[src/rtl/ram_requester.sv]
// ram_requester: NoC initiator that runs one write/read-back pass against the
// single-port RAM node RAM_NODE. On start it writes NUM_WORDS words
// (addr = BASE_ADDR+i wrapped, data = addr ^ SEED), waits for every write ack,
// reads the same words back and compares the data. Credit-based flow control
// keeps at most CREDITS requests in flight.
//
// Ports:
//   clk, rst (active-low async), start (one-cycle pulse, honoured in IDLE/DONE)
//   o_packed_out/o_dest_out/o_valid_out/o_ready_in : request channel,
//     flit = {data, addr, write_en, read_en, src}
//   i_packed_in/i_valid_in/i_ready_out : response channel, flit = {data, node}
//   done, error, err_count : pass status (err_count saturates at 255)
//   dbg_state, dbg_credits : FSM state and credit counter for observation
//
// Handshake: a flit moves on a cycle where valid & ready are both high. The
// request side holds o_valid_out/o_packed_out stable until that cycle and may
// present the next flit on the following cycle. The response side is always
// ready (i_ready_out = 1).
module ram_requester #(
  parameter int WIDTH        = 8,
  parameter int ADDR_WIDTH   = 4,
  parameter int N            = 16,
  parameter int N_ADDR_WIDTH = $clog2(N),
  parameter int NODE         = 0,
  parameter int RAM_NODE     = 15,
  parameter int CREDITS      = 4,
  parameter int NUM_WORDS    = 8,
  parameter int BASE_ADDR    = 0,
  parameter int SEED         = 'h5A,
  parameter int PACKED_OUT   = WIDTH + ADDR_WIDTH + N_ADDR_WIDTH + 2,
  parameter int PACKED_IN    = WIDTH + N_ADDR_WIDTH
) (
  input  logic                    clk,
  input  logic                    rst,
  input  logic                    start,
  output logic [PACKED_OUT-1:0]   o_packed_out,
  output logic [N_ADDR_WIDTH-1:0] o_dest_out,
  output logic                    o_valid_out,
  input  logic                    o_ready_in,
  input  logic [PACKED_IN-1:0]    i_packed_in,
  input  logic                    i_valid_in,
  output logic                    i_ready_out,
  output logic                    done,
  output logic                    error,
  output logic [7:0]              err_count,
  output logic [2:0]              dbg_state,
  output logic [3:0]              dbg_credits
);

  localparam int IW = $clog2(NUM_WORDS + 1);

  localparam logic [2:0] S_IDLE   = 3'd0;
  localparam logic [2:0] S_WRITE  = 3'd1;
  localparam logic [2:0] S_WAIT_W = 3'd2;
  localparam logic [2:0] S_READ   = 3'd3;
  localparam logic [2:0] S_WAIT_R = 3'd4;
  localparam logic [2:0] S_DONE   = 3'd5;

  localparam logic [IW-1:0]           NUM_IW   = IW'(NUM_WORDS);
  localparam logic [IW-1:0]           ONE_IW   = IW'(1);
  localparam logic [3:0]              CRED_MAX = 4'(CREDITS);
  localparam logic [N_ADDR_WIDTH-1:0] RAM_ID   = N_ADDR_WIDTH'(RAM_NODE);
  localparam logic [N_ADDR_WIDTH-1:0] NODE_ID  = N_ADDR_WIDTH'(NODE);
  localparam logic [WIDTH-1:0]        SEED_W   = WIDTH'(SEED);
  localparam logic [WIDTH-1:0]        ACK      = {1'b1, {(WIDTH-1){1'b0}}};
  localparam logic [ADDR_WIDTH-1:0]   BASE_A   = ADDR_WIDTH'(BASE_ADDR);

  logic [2:0]              state;
  logic [IW-1:0]           idx;      // next word to issue
  logic [IW-1:0]           rd_idx;   // next read response expected
  logic [3:0]              credits;
  logic [3:0]              credits_nxt;
  logic                    xfer;
  logic                    rsp;
  logic                    can_issue;
  logic                    mismatch;
  logic [WIDTH-1:0]        rsp_data;
  logic [N_ADDR_WIDTH-1:0] rsp_node;

  function automatic logic [WIDTH-1:0] exp_data(input logic [ADDR_WIDTH-1:0] a);
    return WIDTH'(a) ^ SEED_W;
  endfunction

  function automatic logic [ADDR_WIDTH-1:0] word_addr(input logic [IW-1:0] i);
    return BASE_A + ADDR_WIDTH'(i);
  endfunction

  function automatic logic [PACKED_OUT-1:0] pack_req(input logic wr,
                                                     input logic [ADDR_WIDTH-1:0] a);
    return {wr ? exp_data(a) : {WIDTH{1'b0}}, a, wr, ~wr, NODE_ID};
  endfunction

  assign o_dest_out  = RAM_ID;
  assign i_ready_out = 1'b1;
  assign dbg_state   = state;
  assign dbg_credits = credits;

  assign xfer     = o_valid_out & o_ready_in;
  assign rsp      = i_valid_in & i_ready_out;
  assign rsp_data = i_packed_in[PACKED_IN-1:N_ADDR_WIDTH];
  assign rsp_node = i_packed_in[N_ADDR_WIDTH-1:0];

  // A response with the counter already full would overflow it; it is left
  // unchanged and the response is flagged as a mismatch below.
  always_comb begin
    credits_nxt = credits;
    if (xfer && !rsp)
      credits_nxt = credits - 4'd1;
    else if (!xfer && rsp && credits != CRED_MAX)
      credits_nxt = credits + 4'd1;
  end

  // A new flit is loaded only when the output slot frees up this cycle and a
  // credit will still be available for it, so a presented-but-stalled request
  // always already owns a credit.
  assign can_issue = (credits_nxt != 4'd0) && (!o_valid_out || xfer);

  always_comb begin
    mismatch = 1'b0;
    if (rsp) begin
      if (rsp_node != RAM_ID || credits == CRED_MAX)
        mismatch = 1'b1;
      case (state)
        S_WRITE, S_WAIT_W: if (rsp_data != ACK) mismatch = 1'b1;
        S_READ, S_WAIT_R:  if (rsp_data != exp_data(word_addr(rd_idx))) mismatch = 1'b1;
        default:           mismatch = 1'b1;
      endcase
    end
  end

  always_ff @(posedge clk or negedge rst) begin
    if (!rst) begin
      state        <= S_IDLE;
      idx          <= '0;
      rd_idx       <= '0;
      credits      <= CRED_MAX;
      o_valid_out  <= 1'b0;
      o_packed_out <= '0;
      done         <= 1'b0;
      error        <= 1'b0;
      err_count    <= 8'd0;
    end else begin
      credits <= credits_nxt;
      if (rsp && (state == S_READ || state == S_WAIT_R))
        rd_idx <= rd_idx + ONE_IW;
      if (mismatch) begin
        error <= 1'b1;
        if (err_count != 8'hFF) err_count <= err_count + 8'd1;
      end
      case (state)
        S_IDLE, S_DONE: begin
          if (start) begin
            // A response landing in the start cycle still counts against the new pass.
            err_count <= {7'd0, mismatch};
            error     <= mismatch;
            done      <= 1'b0;
            rd_idx    <= '0;
            state     <= S_WRITE;
            if (can_issue) begin
              o_valid_out  <= 1'b1;
              o_packed_out <= pack_req(1'b1, word_addr({IW{1'b0}}));
              idx          <= ONE_IW;
            end else begin
              idx <= '0;
            end
          end
        end
        S_WRITE, S_READ: begin
          if (idx != NUM_IW && can_issue) begin
            o_valid_out  <= 1'b1;
            o_packed_out <= pack_req(state == S_WRITE, word_addr(idx));
            idx          <= idx + ONE_IW;
          end else if (xfer) begin
            o_valid_out <= 1'b0;
            if (idx == NUM_IW)
              state <= (state == S_WRITE) ? S_WAIT_W : S_WAIT_R;
          end
        end
        S_WAIT_W: begin
          if (credits == CRED_MAX) begin
            state  <= S_READ;
            idx    <= '0;
            rd_idx <= '0;
          end
        end
        S_WAIT_R: begin
          if (credits == CRED_MAX) begin
            state <= S_DONE;
            done  <= 1'b1;
          end
        end
        default: state <= S_IDLE;
      endcase
    end
  end

endmodule

[config.mk]
export PLATFORM = sky130hd
export DESIGN_NAME = ram_requester
export DESIGN_NICKNAME = d
export VERILOG_FILES = /design/src/rtl/ram_requester.sv
export SDC_FILE = /design/constraint.sdc
export NUM_CORES = 1
export LEC_CHECK = 0
export ABC_AREA = 1
export CORE_UTILIZATION = 45
export CTS_BUF_LIST = sky130_fd_sc_hd__clkbuf_4 sky130_fd_sc_hd__clkbuf_8
export CTS_CLUSTER_SIZE = 10
export DETAILED_ROUTE_END_ITERATION = 7
export HOLD_SLACK_MARGIN = 0.03
export PLACE_DENSITY = 0.87
export SLEW_MARGIN = 0
export SYNTH_ARGS = -nofsm -noshare
export SYNTH_HDL_FRONTEND = slang
export SYNTH_SLANG_ARGS = --single-unit
[constraint.sdc]
create_clock -name clk -period 1.85 [get_ports clk]
set_clock_uncertainty 0.1 [all_clocks]
set_input_delay 0.2775 -clock clk [delete_from_list [all_inputs] [get_ports clk]]
set_output_delay 0.2775 -clock clk [all_outputs]
set_load 0.01 [all_outputs]
* After elaboration in Yosys (flattened, before gate mapping)
Cells that the tools add are included.
** Operators by class
- Add/subtract/negate cells :: 5
- Equality and inequality tests :: 22
- Multiplexer cells :: 44
- Bitwise logic cells :: 4
- Reductions and logical operators :: 26
** Operator list (count)
- $mux 18 :: 3
- $pmux 18 s2 :: 1
- $mux 4 :: 8
- $mux 8 :: 4
- $mux 3 :: 7
- $ne 2x2->1 const B :: 8
- $ne 8x8->1 const B :: 2
- $mux 1 :: 14
- $add 4x1->4 const B :: 3
- $pmux 3 s4 :: 1
- $pmux 4 s3 :: 1
- $reduce_and 4->1 :: 3
- $add 8x1->8 const B :: 1
- $ne 4x4->1 const B :: 2
- $ne 8x7->1 :: 1
- $not 2->4 :: 2
- $pmux 4 s2 :: 1
- $reduce_or 2->1 :: 4
- $mux 7 :: 1
- $eq 3x2->1 const B :: 2
- $eq 3x3->1 const B :: 2
- $logic_and 1x1->1 :: 6
- $pmux 1 s2 :: 3
- $reduce_and 6->1 :: 1
- other kinds (15) :: 20
** Storage, ports and cells
- Register bits after elaboration :: 44

* Depth between registers and ports, before layout
- Depth in word-level cells :: 11
- Depth in mapped cells :: 16
- Gate-level depth less buffers :: 15

* Worst setup path after synthesis
Ideal clock, no wire load.
- Path kind :: register to register
- Start point :: register credits[0], in the netlist dbg_credits[0]
- End point :: register o_packed_out[14]
- Setup time :: 0.116 ns
- Arrival :: 1.789 ns
- Data required time :: 1.634 ns
- Path slack :: -0.155 ns
- Stages on the path, launching flop included :: 16
- Buffers on the path :: 1
- Clock period less this slack :: 2.005 ns
- Path through :: dfrtp_1 > inv_1 > ha_1 > nand3_1 > nand2_2 > nand2_2 > nand3_1 > nand2_2 > nor2_2 > nand2_2 > nand3_2 > nand2_4 > nand2_4 > buf_12 > nand2_2 > nand2_2
** Between the ends
- Cells in the longest elaborated chain, start to end :: 9
- Elaborated cells on any way between the ends :: 12
- Classes of those cells :: 2 x add/sub; 3 x eq/ne; 2 x mux; 5 x reduce/logical
** RTL lines
- start: declaration :: RTL line 71 : logic [3:0] credits;
- start signal: assignment :: RTL line 143 : credits <= credits_nxt;
- branches (longest 3 deep; another with $add 4x1->4)
- $mux 4 * :: RTL line 107 : if (xfer && !rsp)
- named net credits_nxt[3] :: RTL line 72 : logic [3:0] credits_nxt;
- $reduce_bool 4->1 * :: RTL line 116 : assign can_issue = (credits_nxt != 4'd0) && (!o_valid_out || xfer);
- $logic_and 1x1->1 * :: RTL line 116
- $logic_and 1x1->1 :: RTL line 169 : if (idx != NUM_IW && can_issue) begin
- $ne 2x2->1 (no source line)
- $reduce_and 4->1 (no source line) *
- end signal: assignment :: RTL line 161 : o_packed_out <= pack_req(1'b1, word_addr({IW{1'b0}}));
- end signal: assignment :: RTL line 171 : o_packed_out <= pack_req(state == S_WRITE, word_addr(idx));
- end: declaration :: RTL line 36 : output logic [PACKED_OUT-1:0] o_packed_out,
Mark *: on every way through the listed nets, which the timed path passes.
A chain may end at the register's enable or synchronous reset.

* Worst setup path after layout
- Start point :: register credits[0], in the netlist dbg_credits[0]
- End point :: register o_packed_out[7]
The elaborated chain is that of the path after synthesis.

==> results.toml <==
[timing]
finalHoldViolCount = 0
slew_violations = 0
finalHoldWorstSlack_ps = 245.9
rsz0062_at_grt = "true"
setup_viol_count_final = 27
finalCritPeriodShare_pct = 109.7
tns_ps = -2726
max_freq_ghz = 0.4927
setup_slack_ps = -179.5
min_period_ps = 2029

[pwr]
p_per_area_nw_per_um2 = 1605
total_power_mw = 5.593
ir_worst_vdd_v = 0.0007107
leakage_nw = 1.721

[detailed_routing]
drc = 0
vias = 2439
ant_nets = 0
wl_per_cell_um = 14.40
drt_first_pass_iters = 6
drt_iter0_markers = 262
viasPerCell = 5.135
wirelength_um = 6841

[yosys]
synth-edff-count = 0
ys.flop_type = "dfrtp_1"
ys_seq_area_share_pct = 37.28
ys_types = 34
ys_async_sr_fraction_pct = 100.0
yosysWarningCount = 0
syn_inst = 317
synth-seq-cells = 36
avgSynthCellArea_um2 = 7.634
synth_area_um2 = 2420

[critical_path]
critPathLaunchType = "flop"
cp.required_ps = 1990
crit_type = "flop to flop"
arrival_ps = 2170
path_max_fanout = 5
crit_path_end_kind = "flop"
reg2regPathDepth = 14

[cts]
worstSkewPairLatency_ps = 300
cts_buffers = 5
root_buffer = "clkbuf_8"
ctsHoldBuffers = 0
cts_tree = "done"
cts.clk_slew.worst_paths_ps = 80
cts_buffer_depth = 2
cts_sinks = 36
h-tree-depth = 2

[global_route]
grt_max_degree = 37
overflow = 0
grt_pass1_vias = 2251
grt_antenna_before_repair = 0
grt_pass1_wl_um = 10140
grt_usage_pct = 23.84

[place]
placed_area_um2 = 3144
portBuffers = 46
dp_hpwl_um = 4441
gp_congestion = 0.9659

[cells_and_area]
area_growth_pct = 44.00
final_area_um2 = 3485
layout_common_cells = "nand2_1, clkdlybuf4s50_1, buf_4"
fin_util_pct = 67.79
fin_nets = 427
drive_above_1_share_pct = 33.33
layout_commonest_cell = "nand2_1"
diodes = 0

[floorplan]
start_util_pct = 47.08
fp-row-count = 26
core_area_um2 = 5140
die_width_um = 75.33
die_area_um2 = 5675
die_height_um = 75.33
boundaryPins = 58

[status]
outcome = "finished, violations left"
violations = "setup timing"

[run]
maxCapViolCount = 0

[hold_path]
hold_class = "input port to asynchronous set/reset pin"
state kept, by name, summed over array words and instances (netlist names):
| name | cells |
|---|---|
| rd_idx | 4 |
| error | 1 |
| o_packed_out | 10 |
| idx | 4 |
| o_valid_out | 1 |
| done | 1 |
| err_count | 8 |
| dbg_credits | 4 |
| dbg_state | 3 |
layer usage:
layer	vias to the layer above	track usage (%)	wire length, µm
li1	1159	-	-
met2	93	41.17	3510
met4	0	8.230	159
met1	1173	30.41	2787
met5	-	0	0
met3	14	3.836	383
cells by family (layout without fill, tap and decap cells):
group / after synthesis / count (layout) / synth area share [%]
AOI/OAI and AO/OA: 31 / 31 / 7.808
xor gates and xnor gates: 7 / 7 / 2.534
adders and majority gates: 6 / 6 / 3.102
buffers and inverters: 58 / 133 / 12.41
DFF: 36 / 36 / 37.28
other: 2 / 11 / 0.3104
and+or+nand+nor: 177 / 181 / 36.56
layout make-up:
type | count | area, µm²
timing repair buffer | 84 | 762.0
sequential | 36 | 905.9
inverter | 41 | 158.9
clock inverter | 3 | 18.77
tap | 70 | 87.58
fill | 387 | 1655
multi-input combinational | 236 | 1483
clock buffer | 5 | 68.82
synth_stat cells, types with 4 or more instances:
library cell | number | share of area (%)
nor2_1 | 24 | 3.7
o21ai_0 | 12 | 2.5
xor2_1 | 4 | 1.4
nand3_2 | 4 | 1.7
ha_1 | 6 | 3.1
inv_1 | 34 | 5.3
nand3_1 | 33 | 6.8
nand2_1 | 69 | 11
a21oi_1 | 5 | 1.0
o21ai_1 | 4 | 0.83
nand2_2 | 28 | 7.2
nor2_2 | 5 | 1.3
buf_4 | 13 | 4.0
inv_2 | 6 | 0.93
dfrtp_1 | 35 | 36
nand2_4 | 5 | 2.3
final timing paths:
kind                                   end           start  slack, ps
setup / recovery           o_packed_out[7]  dbg_credits[0]       -180
min in group clk                     error           error        390
hold reg to reg                      error           error        390
max in group asynchronous   dbg_credits[2]             rst       1140
setup reg to reg           o_packed_out[7]  dbg_credits[0]       -180
hold / removal             o_packed_out[7]             rst        250
critical path, cell delays in order, from the launching register on:
cell and delay, ps:
dfrtp_2 440, inv_2 90, ha_4 150, nand3_4 110, nand2_4 110, nand2_1 70, nand3_1 80, nand2_2 70
nor2_2 120, nand2_2 100, nand3_4 140, nand2_8 110, nand2_4 120, nand2_2 70, nand2_2 70
power breakdown:
part | switching (mW) | internal (mW)
Combinational | 2.02 | 1.60
Sequential | 0.325 | 1.07
Clock | 0.317 | 0.263
Total | 2.66 | 2.93
stage by stage:
step,cells,setup slack [ps]
global placement,458,-374.1
global route,475,-259.7
CTS,473,-99.09
finish,475,-179.5
detailed placement,458,-474.6
floorplan,326,-3.909
timing repair:
| action | CTS | global route |
|---|---|---|
| gates cloned | 4 | 0 |
| gates resized for setup | 17 | 34 |
| endpoints found under the setup margin | 19 | 34 |
| pin swaps | 5 | 7 |
| setup buffers | 3 | 2 |
Power figures use the tool's default switching activity.
